<file path="src/rtl/cursor_gain_apply_sched.sv">
// Scales raw (dx, dy) motion by a clamped Q8.8 gain. One shared 8x16 multiplier
// serves X then Y, and a per-axis fractional residual carries sub-pixel motion.
module cursor_gain_apply_sched #(
  parameter logic signed [15:0] GAIN_MIN    = 16'sd64,
  parameter logic signed [15:0] GAIN_MAX    = 16'sd1024,
  parameter logic signed [7:0]  OUT_MAX     = 8'sd127,
  parameter bit                 RESIDUAL_EN = 1'b1
) (
  input  logic              clk,
  input  logic              rst,
  input  logic              in_valid,
  output logic              in_ready,
  input  logic signed [7:0]  in_dx,
  input  logic signed [7:0]  in_dy,
  input  logic signed [15:0] gain_in,
  input  logic              flush,
  output logic              out_valid,
  input  logic              out_ready,
  output logic signed [7:0]  out_dx,
  output logic signed [7:0]  out_dy,
  output logic              sat_flag,
  output logic              busy
);

  localparam logic [1:0] ST_IDLE  = 2'd0;
  localparam logic [1:0] ST_MUL_X = 2'd1;
  localparam logic [1:0] ST_MUL_Y = 2'd2;
  localparam logic [1:0] ST_OUT   = 2'd3;

  localparam logic signed [16:0] Q_MAX = {{9{OUT_MAX[7]}}, OUT_MAX};
  localparam logic signed [16:0] Q_MIN = -Q_MAX;

  logic [1:0]         state_r, next_state_s;
  logic signed [7:0]  dx_r, dy_r;
  logic signed [15:0] gain_r;
  logic [7:0]         res_x_r, res_y_r;
  logic               in_ready_r, out_valid_r, sat_flag_r, busy_r;
  logic signed [7:0]  out_dx_r, out_dy_r;

  logic               accept_s;
  logic signed [23:0] mul_d_s, mul_g_s, prod_s;
  logic [7:0]         mul_r_s, new_res_s;
  logic signed [24:0] sum_s;
  logic signed [16:0] q_s;
  logic               sat_s;
  logic signed [7:0]  axis_out_s;

  function automatic logic signed [15:0] clamp_gain(input logic signed [15:0] g);
    if (g < GAIN_MIN)      return GAIN_MIN;
    else if (g > GAIN_MAX) return GAIN_MAX;
    else                   return g;
  endfunction

  assign accept_s = in_valid && in_ready_r;

  // Shared multiplier datapath: operand select, residual add, floor and saturate.
  always_comb begin
    mul_d_s    = 24'sd0;
    mul_r_s    = 8'd0;
    axis_out_s = 8'sd0;
    sat_s      = 1'b0;
    if (state_r == ST_MUL_Y) begin
      mul_d_s = {{16{dy_r[7]}}, dy_r};
      mul_r_s = res_y_r;
    end else begin
      mul_d_s = {{16{dx_r[7]}}, dx_r};
      mul_r_s = res_x_r;
    end
    mul_g_s = {{8{gain_r[15]}}, gain_r};
    prod_s  = mul_d_s * mul_g_s;
    if (RESIDUAL_EN) begin
      sum_s = {prod_s[23], prod_s} + {17'd0, mul_r_s};
    end else begin
      sum_s = {prod_s[23], prod_s} + 25'sd128;
    end
    q_s = sum_s[24:8];
    if (q_s > Q_MAX) begin
      axis_out_s = OUT_MAX;
      sat_s      = 1'b1;
    end else if (q_s < Q_MIN) begin
      axis_out_s = Q_MIN[7:0];
      sat_s      = 1'b1;
    end else begin
      axis_out_s = q_s[7:0];
    end
    if (sat_s || !RESIDUAL_EN) begin
      new_res_s = 8'd0;
    end else begin
      new_res_s = sum_s[7:0];
    end
  end

  // Sequencer next-state: IDLE -> MUL_X -> MUL_Y -> OUT -> IDLE.
  always_comb begin
    next_state_s = state_r;
    case (state_r)
      ST_IDLE:  if (accept_s) next_state_s = ST_MUL_X; else next_state_s = ST_IDLE;
      ST_MUL_X: next_state_s = ST_MUL_Y;
      ST_MUL_Y: next_state_s = ST_OUT;
      ST_OUT:   if (out_ready) next_state_s = ST_IDLE; else next_state_s = ST_OUT;
      default:  next_state_s = ST_IDLE;
    endcase
  end

  // State, operand latch and registered handshake/status outputs.
  always_ff @(posedge clk) begin
    if (rst) begin
      state_r     <= ST_IDLE;
      dx_r        <= 8'sd0;
      dy_r        <= 8'sd0;
      gain_r      <= 16'sd0;
      in_ready_r  <= 1'b0;
      out_valid_r <= 1'b0;
      busy_r      <= 1'b0;
      out_dx_r    <= 8'sd0;
      out_dy_r    <= 8'sd0;
      sat_flag_r  <= 1'b0;
    end else begin
      state_r     <= next_state_s;
      in_ready_r  <= (next_state_s == ST_IDLE);
      out_valid_r <= (next_state_s == ST_OUT);
      busy_r      <= (next_state_s != ST_IDLE);
      if (accept_s) begin
        dx_r   <= in_dx;
        dy_r   <= in_dy;
        gain_r <= clamp_gain(gain_in);
      end
      case (state_r)
        ST_MUL_X: begin
          out_dx_r   <= axis_out_s;
          sat_flag_r <= sat_s;
        end
        ST_MUL_Y: begin
          out_dy_r   <= axis_out_s;
          sat_flag_r <= sat_flag_r | sat_s;
        end
        default: ;
      endcase
    end
  end

  // Residuals: flush wins over the update made by the axis computed this cycle.
  always_ff @(posedge clk) begin
    if (rst || flush) begin
      res_x_r <= 8'd0;
      res_y_r <= 8'd0;
    end else if (state_r == ST_MUL_X) begin
      res_x_r <= new_res_s;
    end else if (state_r == ST_MUL_Y) begin
      res_y_r <= new_res_s;
    end
  end

  assign in_ready  = in_ready_r;
  assign out_valid = out_valid_r;
  assign out_dx    = out_dx_r;
  assign out_dy    = out_dy_r;
  assign sat_flag  = sat_flag_r;
  assign busy      = busy_r;

endmodule

</file>
<file path="config.mk">
export PLATFORM = sky130hd
export DESIGN_NAME = cursor_gain_apply_sched
export DESIGN_NICKNAME = d
export VERILOG_FILES = /design/src/rtl/cursor_gain_apply_sched.sv
export SDC_FILE = /design/constraint.sdc
export NUM_CORES = 1
export LEC_CHECK = 0
export CAP_MARGIN = 30
export CELL_PAD_IN_SITES_DETAIL_PLACEMENT = 0
export CELL_PAD_IN_SITES_GLOBAL_PLACEMENT = 2
export CORE_MARGIN = 2
export CORE_UTILIZATION = 40
export CTS_CLUSTER_DIAMETER = 80
export CTS_CLUSTER_SIZE = 10
export DETAILED_ROUTE_END_ITERATION = 6
export DONT_BUFFER_PORTS = 1
export GPL_ROUTABILITY_DRIVEN = 0
export PLACE_DENSITY = 0.8
export SLEW_MARGIN = 0
export SYNTH_ARGS = -nofsm -noshare
export SYNTH_HDL_FRONTEND = slang
export SYNTH_SLANG_ARGS = --single-unit
</file>
<file path="constraint.sdc">
create_clock -name clk -period 23.9 [get_ports clk]
set_input_delay 2.39 -clock clk [delete_from_list [all_inputs] [get_ports clk]]
set_output_delay 2.39 -clock clk [all_outputs]
set_load 0.02 [all_outputs]
</file>
==> impl_results.md <==
* Status: complete, no violations
* Longest Clk Path Bufs at 2
* Residual DRC at 0
* Mapped Cells at 1,143
* Period utilization at 0.366
* Layout area overhead at 5.74%
* 1st-iter DRT viols at 312
* Layout cells sized above 1 at 0.0480
* Initial Util at 0.409
* Fill cell count at 2,434
* Routed wire length at 23.1 mm
* Cell mode on critical path: fa_1
* Initial antenna violation count at 0
* Worst path bufs/invs at 6
* Min-delay src: res_y_r[5]$_SDFFE_PP0P_
* Seq pwr share at 0.421
* Xor/xnor share of the synthesized area at 0.0360
* DIE HEIGHT at 162 um
* Combinational share of power at 0.151
* HP Class: reg -> reg
* TritonCTS clock tree: built
* Async SR Flop Fraction at 0
* Total Routing Usage GR at 0.192
* Final hold vios at 0
* Most numerous cell in the Yosys netlist: inv_1
* CP required at 24,120 ps
* P_int at 209 uW
* Power per cell area at 28.9 mW/mm^2
* Max Clk Rate at 0.114 GHz
* Final instance area at 0.0105 sq mm
* CP Launch Type: register
* Adder-Cell Fraction of Synth Area at 0.402
* Proportion of synthesized area in mux cells at 0.0200
* Total Nets Final at 1,388
* Crit-path leading delay family: adder cells
* Top-area cell type share of the netlist area at 0.303
* EDFF count, synth at 0
* Finished Layout Cells at 1,450
* Syn Area/Cell at 8.72 sq um
* H-tree depth at 3
* Combinational family with the most area after synthesis: adder cells
* Num CTS Buffers at 9
* Synth Area in Compound Gates at 0.138
* First-pass GRT wire length at 40.6 mm
* Worst skew pair latency at 340 ps
* Switch Pwr at 95.3 uW
* DIE WIDTH at 162 um
* # resized after CTS at 0
* CTS sink count at 70
* Tightest Pin Transition at 732 ps
* Area contributors post-synth: fa_1 30%, dfxtp_1 14%, ha_1 9.9%
* RSZ-0062 raised after global routing: no
* Dpl hpwl at 19.1 mm
* Reg2reg start: state_r[0]$_SDFF_PP0_
* Clock Pin Slew Worst Setup and Hold Paths at 60 ps
* CP endpoint kind: register
* Setup TNS at 0 ps
* Post-CTS Setup Bufs at 0
* Setup slack after layout at 15,150 ps
* CP max stage delay at 550 ps
* GRT overflow at 0
* Fin. max-slew vios at 0
* # IOs at 57
* Syn_nets at 1,410
* Max Cap Viol at 0
* Crit path time final at 8750 ps
* Crit path kind: reg -> reg
* Hold depth at 2
* Sequential fraction of the synthesis area at 0.141
* Core region area at 0.0244 sq mm
* Leading area contributor after synthesis: fa_1
* Max VDD drop at 0.0224 mV
* Simple-Gate Fraction of Synth Area at 0.169
* Antenna-violating nets left at 0
* Most used DFF post-synth: dfxtp_1
* Pin count of the biggest net entering global routing at 43
* Via count at 7,299
* Clock share of power at 0.429
* R2R depth at 26
* Layout Skew at 11.3 ps
* N_diodes at 0
* WP depth at 26
* Setup-failing EPs final at 0
* Reg-to-reg setup timing slack at 15,150 ps
* Worst path arrival time at 8970 ps
* DP Worst Slack at 15,080 ps
* Placed cell count at 1,434
* Cell Area, Placed at 0.0103 sq mm
* First-pass DRT Iterations at 4
* Post-CTS Hold Buffers at 0
* Clk root buf: clkbuf_16
* Post-synth top cells: 211 x inv_1, 151 x fa_1, 123 x nand2_1, 79 x ha_1, 70 x dfxtp_1
* Core Util, Final at 0.432
* Max FO, Critical Path at 24
* Synth unique cells at 68
* Die footprint at 0.0262 sq mm
* Floorplan row count at 57
* Rel. slew slack at 0.512
* Avg Vias per Cell at 5.03
* Port Buffers at 0
* Vias in the first global route at 7,640
* CP startpoint: state_r[0]$_SDFF_PP0_
* Switching share of power at 0.313
* Slowest cell on the critical path: fa_1
* Synth Register Bits at 70
* Synth warnings at 0
* Pleak at 0.00503 uW
* Cell Area, Synth at 0.00997 sq mm
* Mean routed wirelength per cell at 15.9 um
-- power by group through the flow --
stage	sequential, uW	clock (uW)	combinational (uW)
6_report	128	131	45.9
5_1_grt	129	140	51.9
4_1_cts	128	134	46.8
3_5_place_dp	131	0	46.5
3_3_place_gp	131	0	46.4
2_1_floorplan	129	0	34.8
-- cells in the final DEF, fill, tap and decap left out, drive strengths merged, types with 29 or more instances in the layout --
cell type	Yosys	routed
and2	64	64
dfxtp	70	70
nor2	55	55
a21oi	49	49
xnor2	31	31
o21ai	29	29
fa	151	151
nand2	123	123
ha	79	79
inv	211	212
-- per-stage QoR --
step | power (uW) | hold slack [ps]
2_1_floorplan | 164 | 419
5_1_grt | 320 | 467
4_1_cts | 309 | 448
3_3_place_gp | 177 | 433
6_report | 305 | 449
3_5_place_dp | 177 | 439
-- final timing paths --
path,end
worst min-delay path,res_y_r[5]$_SDFFE_PP0P_
worst min register to register,res_y_r[5]$_SDFFE_PP0P_
worst max-delay path,res_y_r[6]$_SDFFE_PP0P_
worst max register to register,res_y_r[6]$_SDFFE_PP0P_
-- sequential cells by signal, summed over array words and instances, names as in the netlist --
signal     flops
gain_r        16
dx_r           8
dy_r           8
out_dx         8
out_dy         8
res_x_r        8
res_y_r        8
state_r        2
busy           1
in_ready       1
out_valid      1
sat_flag       1
-- final cells by class --
type | instances | area [sq um] | share of cell area
timing repair buffer | 3 | 22.5 | 0.00214
inverter | 213 | 800 | 0.0759
multi-input combinational | 824 | 7630 | 0.724
clock inverter | 6 | 46.3 | 0.00439
clock buffer | 10 | 239 | 0.0227
tap | 324 | 405 | 0.0385
sequential | 70 | 1400 | 0.133
-- worst reg2reg max path: stages (launching register included) --
cell,delay (ps)
dfxtp_1,330
inv_1,100
ha_1,150
buf_4,330
mux2_2,520
and2_1,220
fa_1,510
inv_1,230
fa_1,510
inv_1,360
fa_1,490
fa_1,490
fa_1,550
inv_1,60
fa_1,540
inv_1,40
ha_1,380
a21oi_1,260
o21ai_0,220
a211oi_1,280
nor3_1,150
or3_1,420
nor3_1,320
a21o_1,550
nor3_2,210
o21bai_1,320
o21ai_1,100
-- per-layer routing --
metal / wire length, um / vias up / GRT usage
met5: 0 / - / 0
met4: 143 / 0 / 0.0290
met3: 872 / 14 / 0.0347
met2: 10300 / 99 / 0.302
met1: 11700 / 3526 / 0.284
li1: - / 3660 / -
-- kinds of logic after synthesis --
kind of cell	after synthesis
flip-flops	70
multiplexers	18
XOR/XNOR	41
AND/OR/NAND/NOR	339
AO/OA/AOI/OAI	196
adder cells (fa/ha/maj)	230
buffers and inverters	249
Power figures use the tool's default switching activity.
